`config.mk`:
```
export PLATFORM = sky130hd
export DESIGN_NAME = ifu_axi_rd_bridge
export DESIGN_NICKNAME = d
export VERILOG_FILES = /design/src/rtl/ifu_pkg.sv /design/src/rtl/rd_watchdog.sv /design/src/rtl/ifu_axi_rd_bridge.sv
export SDC_FILE = /design/constraint.sdc
export NUM_CORES = 1
export LEC_CHECK = 0
export CORE_MARGIN = 8
export CORE_UTILIZATION = 55
export DETAILED_ROUTE_END_ITERATION = 8
export DONT_BUFFER_PORTS = 1
export PLACE_DENSITY_LB_ADDON = 0.05
export SLEW_MARGIN = 15
export SYNTH_ARGS = -nofsm -noshare
export SYNTH_HDL_FRONTEND = slang
export SYNTH_SLANG_ARGS = --single-unit
```
`constraint.sdc`:
```
create_clock -name clock -period 3.3 [get_ports clock]
set_input_delay 0.66 -clock clock [delete_from_list [all_inputs] [get_ports clock]]
set_output_delay 0.66 -clock clock [all_outputs]
set_load 0.01 [all_outputs]
```
`src/rtl/ifu_pkg.sv`:
```
// Shared definitions for the instruction-fetch bus bridges.
// Contents:
//   bridge_state_e - AXI read bridge state encoding
//   AXI_RESP_OKAY  - AXI4 OKAY response code
//   ARPROT_INST    - arprot for instruction, unprivileged, secure accesses
//   NOP_INST       - instruction word substituted on any fetch error
package ifu_pkg;

    typedef enum logic [1:0] {
        ST_IDLE = 2'd0,
        ST_ADDR = 2'd1,
        ST_DATA = 2'd2,
        ST_RESP = 2'd3
    } bridge_state_e;

    localparam logic [1:0]  AXI_RESP_OKAY = 2'b00;
    localparam logic [2:0]  ARPROT_INST   = 3'b100;
    localparam logic [31:0] NOP_INST      = 32'h0000_0013;

endpackage

```
`src/rtl/rd_watchdog.sv`:
```
// Saturating response watchdog for bus read bridges.
// Ports:
//   clk, rst_n - clock, asynchronous active-low reset
//   en         - count this cycle (bridge is waiting for read data)
//   clr        - restart the count from zero
//   expired    - high in the enabled cycle where the count reaches TIMEOUT-1
// TIMEOUT = 0 disables the watchdog (expired never asserts).
module rd_watchdog #(
    parameter int unsigned TIMEOUT = 255
) (
    input  logic clk,
    input  logic rst_n,
    input  logic en,
    input  logic clr,
    output logic expired
);

    localparam int unsigned CNT_W = (TIMEOUT > 0) ? $clog2(TIMEOUT + 1) : 1;
    localparam logic [CNT_W-1:0] CNT_MAX  = CNT_W'(TIMEOUT);
    localparam logic [CNT_W-1:0] CNT_LAST = CNT_W'((TIMEOUT > 0) ? TIMEOUT - 1 : 0);

    logic [CNT_W-1:0] cnt_q, cnt_d;

    always_comb begin
        cnt_d = cnt_q;
        if (clr) begin
            cnt_d = '0;
        end else if (en && (cnt_q != CNT_MAX)) begin
            cnt_d = cnt_q + CNT_W'(1);
        end
    end

    always_ff @(posedge clk or negedge rst_n) begin
        if (!rst_n) begin
            cnt_q <= '0;
        end else begin
            cnt_q <= cnt_d;
        end
    end

    assign expired = en && (TIMEOUT != 0) && (cnt_q == CNT_LAST);

endmodule

```
`src/rtl/ifu_axi_rd_bridge.sv`:
```
// Bridge from the instruction fetch unit's pulse handshake to one AXI4-Lite
// read. A reqValid pulse with pc launches a read; a respValid pulse returns
// the instruction word and an error flag (misaligned pc, rresp != OKAY, or
// watchdog timeout, all of which return ERR_INST).
// Ports:
//   clock, reset             - clock, asynchronous active-low reset
//   reqValid, pc             - fetch request from the IFU
//   respValid, inst, resp_err - fetch response (inst/resp_err held between pulses)
//   busy                     - request outstanding
//   ar*/r*                   - AXI4-Lite read address / read data channels
module ifu_axi_rd_bridge
    import ifu_pkg::*;
#(
    parameter int unsigned       ADDR_W   = 32,
    parameter int unsigned       DATA_W   = 32,
    parameter int unsigned       TIMEOUT  = 255,
    parameter logic [DATA_W-1:0] ERR_INST = NOP_INST
) (
    input  logic              clock,
    input  logic              reset,
    input  logic              reqValid,
    input  logic [ADDR_W-1:0] pc,
    output logic              respValid,
    output logic [DATA_W-1:0] inst,
    output logic              resp_err,
    output logic              busy,
    output logic              arvalid,
    input  logic              arready,
    output logic [ADDR_W-1:0] araddr,
    output logic [2:0]        arprot,
    input  logic              rvalid,
    output logic              rready,
    input  logic [DATA_W-1:0] rdata,
    input  logic [1:0]        rresp
);

    bridge_state_e     state_q, state_d;
    logic              arvalid_q, arvalid_d;
    logic              rready_q, rready_d;
    logic [ADDR_W-1:0] araddr_q, araddr_d;
    logic              resp_valid_q, resp_valid_d;
    logic [DATA_W-1:0] inst_q, inst_d;
    logic              resp_err_q, resp_err_d;
    logic              wd_en, wd_clr, wd_expired;

    rd_watchdog #(.TIMEOUT(TIMEOUT)) u_watchdog (
        .clk     (clock),
        .rst_n   (reset),
        .en      (wd_en),
        .clr     (wd_clr),
        .expired (wd_expired)
    );

    always_comb begin
        state_d      = state_q;
        arvalid_d    = arvalid_q;
        rready_d     = rready_q;
        araddr_d     = araddr_q;
        resp_valid_d = 1'b0;
        inst_d       = inst_q;
        resp_err_d   = resp_err_q;
        wd_en        = 1'b0;
        wd_clr       = 1'b0;

        unique case (state_q)
            ST_IDLE: begin
                if (reqValid) begin
                    if (pc[1:0] != 2'b00) begin
                        // No bus access; the pulse is issued on leaving RESP.
                        inst_d     = ERR_INST;
                        resp_err_d = 1'b1;
                        state_d    = ST_RESP;
                    end else begin
                        araddr_d  = pc;
                        arvalid_d = 1'b1;
                        state_d   = ST_ADDR;
                    end
                end
            end
            ST_ADDR: begin
                if (arready) begin
                    arvalid_d = 1'b0;
                    rready_d  = 1'b1;
                    wd_clr    = 1'b1;
                    state_d   = ST_DATA;
                end
            end
            ST_DATA: begin
                wd_en = 1'b1;
                if (rvalid) begin
                    inst_d       = (rresp == AXI_RESP_OKAY) ? rdata : ERR_INST;
                    resp_err_d   = (rresp != AXI_RESP_OKAY);
                    rready_d     = 1'b0;
                    resp_valid_d = 1'b1;
                    state_d      = ST_RESP;
                end else if (wd_expired) begin
                    inst_d       = ERR_INST;
                    resp_err_d   = 1'b1;
                    rready_d     = 1'b0;
                    resp_valid_d = 1'b1;
                    state_d      = ST_RESP;
                end
            end
            ST_RESP: begin
                // Bus responses enter RESP with the pulse already raised; a
                // misaligned request enters with it low and raises it here,
                // giving one pulse per request in both cases.
                resp_valid_d = ~resp_valid_q;
                state_d      = ST_IDLE;
            end
            default: state_d = ST_IDLE;
        endcase
    end

    always_ff @(posedge clock or negedge reset) begin
        if (!reset) begin
            state_q      <= ST_IDLE;
            arvalid_q    <= 1'b0;
            rready_q     <= 1'b0;
            araddr_q     <= '0;
            resp_valid_q <= 1'b0;
            inst_q       <= ERR_INST;
            resp_err_q   <= 1'b0;
        end else begin
            state_q      <= state_d;
            arvalid_q    <= arvalid_d;
            rready_q     <= rready_d;
            araddr_q     <= araddr_d;
            resp_valid_q <= resp_valid_d;
            inst_q       <= inst_d;
            resp_err_q   <= resp_err_d;
        end
    end

    assign respValid = resp_valid_q;
    assign inst      = inst_q;
    assign resp_err  = resp_err_q;
    assign busy      = (state_q != ST_IDLE);
    assign arvalid   = arvalid_q;
    assign araddr    = araddr_q;
    assign arprot    = ARPROT_INST;
    assign rready    = rready_q;

endmodule

```
==> impl_results.md <==
- Via count: 1870
- Status: completed
- Yosys reg bits: 78
- DIE WIDTH: 92.1 microns
- Drt drc: 0
- Most frequent cells in the layout: dfrtp_1, a22o_1, mux2_1
- Final Cycle Share: 64.7%
- Final setup vio count: 0
- Antenna Nets Post-Route: 0
- PortBufs: 0
- CTS root buf: clkbuf_8
- TNS Setup: 0 ns
- N_diodes: 0
- RSZ-0062 raised after global routing: no
- Vias in the first global route: 2108
- Post-Syn Instances: 234
- Post-CTS Hold Buffers: 1
- WL per Instance: 22.4 microns
- Area Growth Syn to Fin: 9.23%
- Post-synth EDFFs: 0
- TritonCTS buffer count: 9
- Slew @ Worst Pin: 0.790 ns
- CP Capture Type: flip-flop
- Most common cell after layout, fill and taps aside: dfrtp_1
- 1st-pass router iterations: 4
- Share of cells above drive strength 1: 13.6%
- Max Freq: 468 MHz
- CTS H-tree lvls: 3
- Mapped Area: 3180 sq um
- CTS sink count: 78
- # Post-CTS Setup Buffers: 0
- R2R depth: 7
- Nets: 315
- Die Area: 8480 sq um
- Initial antenna violation count: 0
- Die Ht: 92.1 microns
- Congestion Overflow GR: 0
- Starting DRT DRC Count: 91
- Rel. slew slack: 47.1%
- Lkg Pwr: 1.62 nW
- Distinct cells, synth: 41
- Minimum clock period: 2.14 ns
- Wirelength, routed: 7050 microns
- Post-synthesis sequential area ratio: 61.4%
- First-pass GRT wire length: 11400 microns
- Core area: 5540 sq um
- Power Dens Cells: 878 nW/um^2
- Ys Warns: 0
- Cts repair resizes: 0
- Post-synth ARST share: 100%
- Initial core utilization: 57.5%
- Critical R2R Capture: inst[7]
- Post-Route Skew: 0.0122 ns
- TritonCTS clock tree: built
- Clock-pin slew on the worst setup and hold paths: 0.08 ns
- RR Startpoint: state_q[0]
- Startpoint Class: flip-flop
- Class of the worst hold path: in2async
- GRT Overall Usage: 17.1%
- Main flop type after synthesis: dfrtp_1
- CP Max Fanout: 33
- Arr. time, crit path: 2.41 ns
- Longest Clk Path Bufs: 2
- DPL Wire Length: 5360 microns
- Gp weighted congestion: 0.812
- Row cnt: 27
- Largest net degree at the start of global routing: 59
- Max-slew violations: 0
- Clk_lat worst skew: 0.33 ns
- Hold Vio Cnt, Final: 0
- CP required: 3.57 ns
- Via density: 5.96
- Mean Syn Cell Area: 13.6 sq um
- IO Pins: 143
- Max IR drop VDD: 388 uV
- Critical path class: reg2reg
- Reg2reg setup slack: 1.16 ns
- Total Power: 3.05 mW
- MaxCap Viol Count: 0
cells by family (layout without fill, tap and decap cells):
kind of cell / after synthesis / in the layout / share of synthesized area [%]
buf+inv: 27 / 34 / 3.89
other cells: 2 / 3 / 0.236
fa+ha+maj: 7 / 7 / 2.75
xor+xnor: 3 / 3 / 0.825
simple gates: 31 / 31 / 5.89
compound gates: 55 / 55 / 14.0
flops: 78 / 78 / 61.4
mux: 31 / 31 / 11.0
worst max-delay path, stage by stage (launching register included):
cell	delay [ns]
dfrtp_1	0.42
inv_1	0.12
ha_1	0.27
inv_2	0.09
o22ai_1	0.35
nor4b_4	0.26
buf_4	0.35
a22o_1	0.20
synthesized netlist by cell type, types with 3 or more instances:
master / number / area share [%]
a21oi_1: 5 / 0.79
a22o_1: 30 / 8.3
a22oi_1: 3 / 0.71
buf_2: 9 / 1.4
buf_4: 3 / 0.71
dfrtp_1: 75 / 59
dfstp_2: 3 / 2.5
ha_1: 7 / 2.8
inv_1: 13 / 1.5
mux2_1: 26 / 9.2
mux2_2: 5 / 1.8
nand2_1: 8 / 0.94
nor2_1: 5 / 0.59
o21ai_0: 5 / 0.79
o31ai_1: 3 / 0.71
xnor2_1: 3 / 0.83
metal layers:
layer  GRT usage, %  vias to the layer above  share of wire (%)
met1           19.1                      893                 38
li1               -                      844                  -
met5              0                        -                  0
met3           8.23                       15                 11
met2           26.3                      118                 48
met4           9.26                        0                2.8
stage by stage:
step | cells | util (%) | area (sq um) | hold WS [ns] | setup slack (ns)
global route | 314 | 62.8 | 3480 | 0.125 | 1.03
CTS | 313 | 62.5 | 3460 | 0.0000737 | 1.03
global placement | 296 | 58.2 | 3220 | 0.367 | 1.23
floorplan | 235 | - | 3190 | 0.364 | 1.37
finish | 314 | 62.8 | 3480 | 0.159 | 1.16
detailed placement | 296 | 58.2 | 3220 | 0.366 | 1.05
how the worst max path moves through the flow:
stage	from	to	slack [ns]	cells after the start
after detailed placement	state_q[0]	inst[0]	1.05	5
final	state_q[0]	inst[7]	1.16	7
after global placement	u_watchdog.cnt_q[6]	inst[0]	1.23	4
after global routing	state_q[0]	inst[17]	1.03	7
after CTS	state_q[0]	inst[0]	1.03	5
after floorplan	pc[1]	araddr[13]	1.37	4
state kept, by name (all words and copies together), names as in the netlist:
name and count:
state_q 2, arvalid 1, rready 1, u_watchdog.cnt_q 8, araddr 32, inst 32
resp_err 1, respValid 1
power by group:
group	switching, mW	leakage, nW	total (mW)	internal [mW]
Sequential	0.380	1.00	1.65	1.27
Combinational	0.364	0.513	0.679	0.315
Clock	0.315	0.106	0.726	0.411
Total	1.06	1.62	3.05	1.99
area by class of cell:
| type | count | area [sq um] |
|---|---|---|
| Inverter | 14 | 52.6 |
| Timing Repair Buffer | 4 | 52.6 |
| Sequential cell | 78 | 1960 |
| Fill cell | 442 | 2060 |
| Tap cell | 72 | 90.1 |
| Multi-Input combinational cell | 130 | 1120 |
| Clock inverter | 3 | 42.5 |
| Clock buffer | 13 | 169 |
Power figures use the tool's default switching activity.
